===== src/rtl/alu593_pkg.sv =====
// Shared ALU593 types: operation encoding, datapath widths and scheduler states.
// Also holds the round-robin pointer advance used by the scheduler.
package alu593_pkg;

  localparam int ALU_OPND_W = 8;
  localparam int ALU_RES_W  = 16;
  localparam int ALU_OP_W   = 4;

  typedef enum logic [ALU_OP_W-1:0] {
    no_op  = 4'h0,
    op_add = 4'h1,
    op_sub = 4'h2,
    op_mul = 4'h3,
    op_and = 4'h4,
    op_or  = 4'h5,
    op_xor = 4'h6,
    op_shl = 4'h7,
    op_shr = 4'h8
  } operation_t;

  typedef enum logic [1:0] {
    IDLE  = 2'd0,
    ISSUE = 2'd1,
    RESP  = 2'd2
  } sched_state_t;

  // Pointer moves to the requester just after the one granted, wrapping at n.
  function automatic int rr_next(input int g, input int n);
    return (g + 1 >= n) ? 0 : g + 1;
  endfunction

endpackage


===== src/rtl/alu593_sched_rr_arbiter.sv =====
// Combinational round-robin arbiter: first requester at or after ptr, ascending
// with wrap; returns a one-hot grant, its encoded index and an any-grant flag.
module alu593_sched_rr_arbiter #(
  parameter  int NUM_REQ = 2,
  localparam int IDX_W   = $clog2(NUM_REQ)
) (
  input  logic [NUM_REQ-1:0] req,
  input  logic [IDX_W-1:0]   ptr,
  output logic [NUM_REQ-1:0] grant,
  output logic [IDX_W-1:0]   grant_idx,
  output logic               grant_vld
);

  logic [IDX_W-1:0] cand;
  int               pos;

  always_comb begin
    grant     = '0;
    grant_idx = '0;
    grant_vld = 1'b0;
    cand      = ptr;
    pos       = 0;
    for (int k = 0; k < NUM_REQ; k++) begin
      pos = int'(ptr) + k;
      if (pos >= NUM_REQ) begin
        pos = pos - NUM_REQ;
      end
      cand = IDX_W'(pos);
      if (!grant_vld && req[cand]) begin
        grant_vld = 1'b1;
        grant_idx = cand;
      end
    end
    if (grant_vld) begin
      grant = NUM_REQ'(1) << grant_idx;
    end
  end

endmodule


===== src/rtl/alu593_sched.sv =====
// Shares one ALU593 among NUM_REQ requesters: round-robin accept, registered
// ALU drive with a done timeout, and a one-cycle response back to the winner.
module alu593_sched
  import alu593_pkg::*;
#(
  parameter int NUM_REQ = 2,
  parameter int TIMEOUT = 64,
  parameter int CNT_W   = $clog2(TIMEOUT + 1)
) (
  input  logic                           clk,
  input  logic                           reset_n,
  input  logic [NUM_REQ-1:0]             req_valid,
  output logic [NUM_REQ-1:0]             req_ready,
  input  logic [NUM_REQ*ALU_OPND_W-1:0]  req_a,
  input  logic [NUM_REQ*ALU_OPND_W-1:0]  req_b,
  input  logic [NUM_REQ*ALU_OP_W-1:0]    req_op,
  output logic [NUM_REQ-1:0]             rsp_valid,
  output logic [ALU_RES_W-1:0]           rsp_result,
  output logic                           rsp_timeout,
  output logic [ALU_OPND_W-1:0]          alu_a,
  output logic [ALU_OPND_W-1:0]          alu_b,
  output logic [ALU_OP_W-1:0]            alu_op,
  output logic                           alu_start,
  input  logic                           alu_done,
  input  logic [ALU_RES_W-1:0]           alu_result
);

  localparam int               IDX_W    = $clog2(NUM_REQ);
  localparam logic [CNT_W-1:0] CNT_LAST = CNT_W'(TIMEOUT - 1);

  sched_state_t          state;
  sched_state_t          state_nxt;
  logic [IDX_W-1:0]      ptr;
  logic [IDX_W-1:0]      grant_idx;
  logic [IDX_W-1:0]      lat_idx;
  logic [NUM_REQ-1:0]    grant;
  logic                  grant_vld;
  logic [CNT_W-1:0]      cnt;
  operation_t            lat_op;
  logic [ALU_OPND_W-1:0] sel_a;
  logic [ALU_OPND_W-1:0] sel_b;
  logic [ALU_OP_W-1:0]   sel_op;
  logic                  accept;
  logic                  done_hit;
  logic                  tmo_hit;
  logic                  leave_issue;

  alu593_sched_rr_arbiter #(
    .NUM_REQ (NUM_REQ)
  ) u_arb (
    .req       (req_valid),
    .ptr       (ptr),
    .grant     (grant),
    .grant_idx (grant_idx),
    .grant_vld (grant_vld)
  );

  // Ready is only offered from IDLE and is held low while reset is asserted.
  assign req_ready = (state == IDLE && reset_n) ? grant : '0;

  always_comb begin
    sel_a  = '0;
    sel_b  = '0;
    sel_op = '0;
    for (int i = 0; i < NUM_REQ; i++) begin
      if (grant_idx == IDX_W'(i)) begin
        sel_a  = req_a[i*ALU_OPND_W +: ALU_OPND_W];
        sel_b  = req_b[i*ALU_OPND_W +: ALU_OPND_W];
        sel_op = req_op[i*ALU_OP_W +: ALU_OP_W];
      end
    end
  end

  // A done seen on the final timeout cycle still wins over the timeout.
  always_comb begin
    state_nxt   = state;
    accept      = 1'b0;
    done_hit    = 1'b0;
    tmo_hit     = 1'b0;
    leave_issue = 1'b0;
    case (state)
      IDLE: begin
        if (grant_vld) begin
          accept    = 1'b1;
          state_nxt = ISSUE;
        end
      end
      ISSUE: begin
        if (lat_op == no_op) begin
          leave_issue = 1'b1;
        end else if (alu_done) begin
          done_hit    = 1'b1;
          leave_issue = 1'b1;
        end else if (cnt == CNT_LAST) begin
          tmo_hit     = 1'b1;
          leave_issue = 1'b1;
        end
        if (leave_issue) begin
          state_nxt = RESP;
        end
      end
      RESP:    state_nxt = IDLE;
      default: state_nxt = IDLE;
    endcase
  end

  always_ff @(posedge clk or negedge reset_n) begin
    if (!reset_n) begin
      state       <= IDLE;
      ptr         <= '0;
      cnt         <= '0;
      lat_idx     <= '0;
      lat_op      <= no_op;
      alu_a       <= '0;
      alu_b       <= '0;
      alu_op      <= '0;
      alu_start   <= 1'b0;
      rsp_valid   <= '0;
      rsp_result  <= '0;
      rsp_timeout <= 1'b0;
    end else begin
      state       <= state_nxt;
      rsp_valid   <= '0;
      rsp_timeout <= 1'b0;
      case (state)
        IDLE: begin
          if (accept) begin
            lat_idx   <= grant_idx;
            lat_op    <= operation_t'(sel_op);
            alu_a     <= sel_a;
            alu_b     <= sel_b;
            alu_op    <= sel_op;
            alu_start <= 1'b1;
            cnt       <= '0;
            ptr       <= IDX_W'(rr_next(int'(grant_idx), NUM_REQ));
          end
        end
        ISSUE: begin
          if (leave_issue) begin
            alu_start   <= 1'b0;
            cnt         <= '0;
            rsp_valid   <= NUM_REQ'(1) << lat_idx;
            rsp_result  <= done_hit ? alu_result : '0;
            rsp_timeout <= tmo_hit;
          end else begin
            cnt <= cnt + CNT_W'(1);
          end
        end
        RESP: begin
          alu_start <= 1'b0;
          cnt       <= '0;
        end
        default: begin
          alu_start <= 1'b0;
        end
      endcase
    end
  end

endmodule


===== config.mk =====
export PLATFORM = sky130hd
export DESIGN_NAME = alu593_sched
export DESIGN_NICKNAME = d
export VERILOG_FILES = /design/src/rtl/alu593_pkg.sv /design/src/rtl/alu593_sched_rr_arbiter.sv /design/src/rtl/alu593_sched.sv
export SDC_FILE = /design/constraint.sdc
export NUM_CORES = 1
export LEC_CHECK = 0
export CAP_MARGIN = 30
export CORE_MARGIN = 1
export CORE_UTILIZATION = 44
export CTS_CLUSTER_DIAMETER = 30
export CTS_CLUSTER_SIZE = 40
export DETAILED_ROUTE_END_ITERATION = 7
export HOLD_SLACK_MARGIN = 0.12
export PLACE_DENSITY = 0.87
export SKIP_LAST_GASP = 1
export SYNTH_ARGS = -nofsm -noshare
export SYNTH_HDL_FRONTEND = slang
export SYNTH_SLANG_ARGS = --single-unit

===== constraint.sdc =====
create_clock -name clk -period 4 [get_ports clk]
set_input_delay 0.8 -clock clk [delete_from_list [all_inputs] [get_ports clk]]
set_output_delay 0.8 -clock clk [all_outputs]
set_load 0.1 [all_outputs]

==> run_results.csv <==
group,metric,value,unit
clocking,cts_tree,"done",
floorplan,row_count,25,
worst_setup_path,startpoint,"req_valid[0]",
floorplan,coreArea,0.00472,mm2
synth,ys_types,34,
route,final_antenna_net_count,0,
clocking,h-tree-depth,2,
placement,gp_congestion,0.759,
worst_setup_path,worstReg2RegStart,"cnt[0]$_DFFE_PN0P_",
clocking,ctsResizeCount,0,
floorplan,die_area,0.00517,mm2
worst_setup_path,required,3.20,ns
timing,rsz0062_at_grt,"false",
global_route,use_met3,0.0556,
global_route,antenna_found_initial,0,
timing,fin_ws,0.870,ns
worst_setup_path,worstSetupPathType,"input port to output port",
worst_setup_path,crit_path_end_kind,"output port",
worst_setup_path,arrival,2.33,ns
clocking,clockBufferDepth,2,
floorplan,ioPinCount,103,
timing,fin_crit,3.13,ns
synth,avgSynthCellArea,12.4,um2
worst_setup_path,cp_max_fo,22,
clocking,post_cts_buffers,0,
floorplan,die_height,71.9,um
floorplan,die_width,71.9,um
finish,stdcell_area,0.00333,mm2
floorplan,initial_core_util,0.455,
finish,area_delta_synth_final,54.7,%
timing,fmax,319,MHz
timing,finClkSkew,0.0110,ns
global_route,track_usage,0.205,
placement,portBuffers,102,
timing,period_share,0.782,
global_route,grt_pass1_vias,1817,
synth,syn-num-nets,235,
route,drt_iter0_markers,77,
finish,drive_above_1_share,0.0578,
route,post_drt_wl_per_cell,14.6,um
route,drc,0,
synth,syn_area,0.00215,mm2
synth,yosysSeqAreaShare,0.594,
placement,dpl_cell_area,0.00322,mm2
finish,antennaDiodeCount,0,
synth,ys_ff_latch,51,
timing,drv_slew,0,
worst_setup_path,critPathLaunchType,"input port",
global_route,gr-total-overflow,0,
placement,pre_cts_slack,0.885,ns
run_status,status,"finished, final reports clean",
timing,finalSetupViolCount,0,
clocking,post_cts_hold_buffer_count,0,
global_route,grt_max_degree,24,
timing,slew_headroom,0.343,
worst_setup_path,reg2reg_depth,5,
timing,worstMarginPinSlew,0.982,ns
timing,hold_viol_final,0,
timing,setup_tns,0,ns
clocking,cts_num_sinks,51,
route,first_pass_iters,4,
job,cap_violations,0,
global_route,grt_pass1_wl,8.29,mm
global_route,grtUsageMet2,0.345,
finish,final_common_cell,"clkdlybuf4s50_1",
synth,yosys_warnings,0,
finish,fin_nets,339,
worst_hold_path,hold_path.class,"input port to asynchronous set/reset pin",
clocking,root_buffer,"clkbuf_8",
global_route,gr-max-usage-layer,"met2",
finish,n_fill_cell,352,
clocking,clock_latency,0.29,ns
route,vias_per_cell,5.30,
route,vias,1824,
synth,syn_inst,173,
clocking,cts_inserted_buffers,5,
finish,finalCoreUtilization,0.704,
clocking,cts.clk_slew.worst_paths,0.09,ns
finish,layout_common_cells,"clkdlybuf4s50_1 (99), dfrtp_1 (51), a221o_1 (20)",
placement,hpwl,3.72,mm
global_route,met1_usage,0.266,
route,wl,5.03,mm
-- logic make-up after synthesis --
family | Yosys count | synth area share
compound gates | 55 | 0.225
fa+ha+maj | 1 | 0.00582
buf+inv | 12 | 0.0314
flops | 51 | 0.594
simple gates | 54 | 0.144
-- registers in the layout, summed over array words and instances (netlist names) --
signal	cells
lat_idx	1
cnt	7
rsp_result	16
ptr	1
alu_a	8
alu_b	8
lat_op	4
rsp_timeout	1
rsp_valid	2
alu_start	1
state	2
-- critical path, stage by stage --
cell	delay, ns
clkdlybuf4s50_1	0.50
inv_1	0.05
o21ai_0	0.30
nor3_2	0.06
buf_4	0.21
and2_1	0.18
buf_4	0.23
-- Yosys cell counts --
cell type  instances  area [um2]
nand3b_1           1        7.51
o31ai_4            1        21.3
inv_1              3        11.3
nor3_1             4        20.0
nor4_1             2        12.5
o21ai_1            3        15.0
a221o_1           20         200
nor3_2             1        10.0
o31ai_1            2        15.0
or4_1              1        7.51
o22a_1             1        8.76
and3_1             3        18.8
a22o_1            18         158
nand2_1            7        26.3
buf_6              3        33.8
a21bo_1            1        10.0
or2_1              1        6.26
buf_1              1        3.75
nand2b_1           2        12.5
and2_1            13        81.3
a21o_1             2        15.0
or3_1              1        6.26
o21ai_0            4        20.0
dfrtp_1           51        1280
o211ai_1           1        7.51
or3b_1             1        8.76
and2_0             9        56.3
nor2b_1            1        6.26
ha_1               1        12.5
clkbuf_1           5        18.8
nor2_1             5        18.8
o21a_1             1        7.51
a31oi_1            1        6.26
nand3_1            2        10.0
-- per-stage QoR --
| stage | hold slack [ns] | cells |
|---|---|---|
| floorplan | 0.424 | 173 |
| global placement | 0.437 | 337 |
| detailed placement | 0.446 | 337 |
| CTS | 0.400 | 344 |
| global route | 0.413 | 344 |
| finish | 0.398 | 344 |
-- area by class of cell --
type / instances / area [um2] / share of cell area
flip-flops and latches: 51 / 1280 / 0.384
repair buffers: 106 / 1040 / 0.313
clock buffers: 6 / 72.6 / 0.0218
multi-input cells: 110 / 811 / 0.244
inverters: 3 / 11.3 / 0.00339
well taps: 67 / 83.8 / 0.0252
clock inverters: 1 / 30.0 / 0.00903
-- path summary, 6_finish.rpt --
path	end	slack [ns]
max	req_ready[1]	0.87
min	state[1]$_DFFE_PN0P_	0.40
max reg2reg	rsp_result[12]$_DFFE_PN0P_	2.05
min reg2reg	rsp_valid[0]$_DFF_PN0_	0.46
max in group asynchronous	rsp_result[8]$_DFFE_PN0P_	3.00
min in group clk	rsp_valid[0]$_DFF_PN0_	0.46
-- routing by layer --
layer	vias up	routed length (um)
li1	859	-
met1	871	2150
met2	89	2460
met3	5	390
met4	0	29
met5	-	0
Power is not shown: default switching activity piles up to over one toggle a cycle in this logic, so the estimate is an artifact.
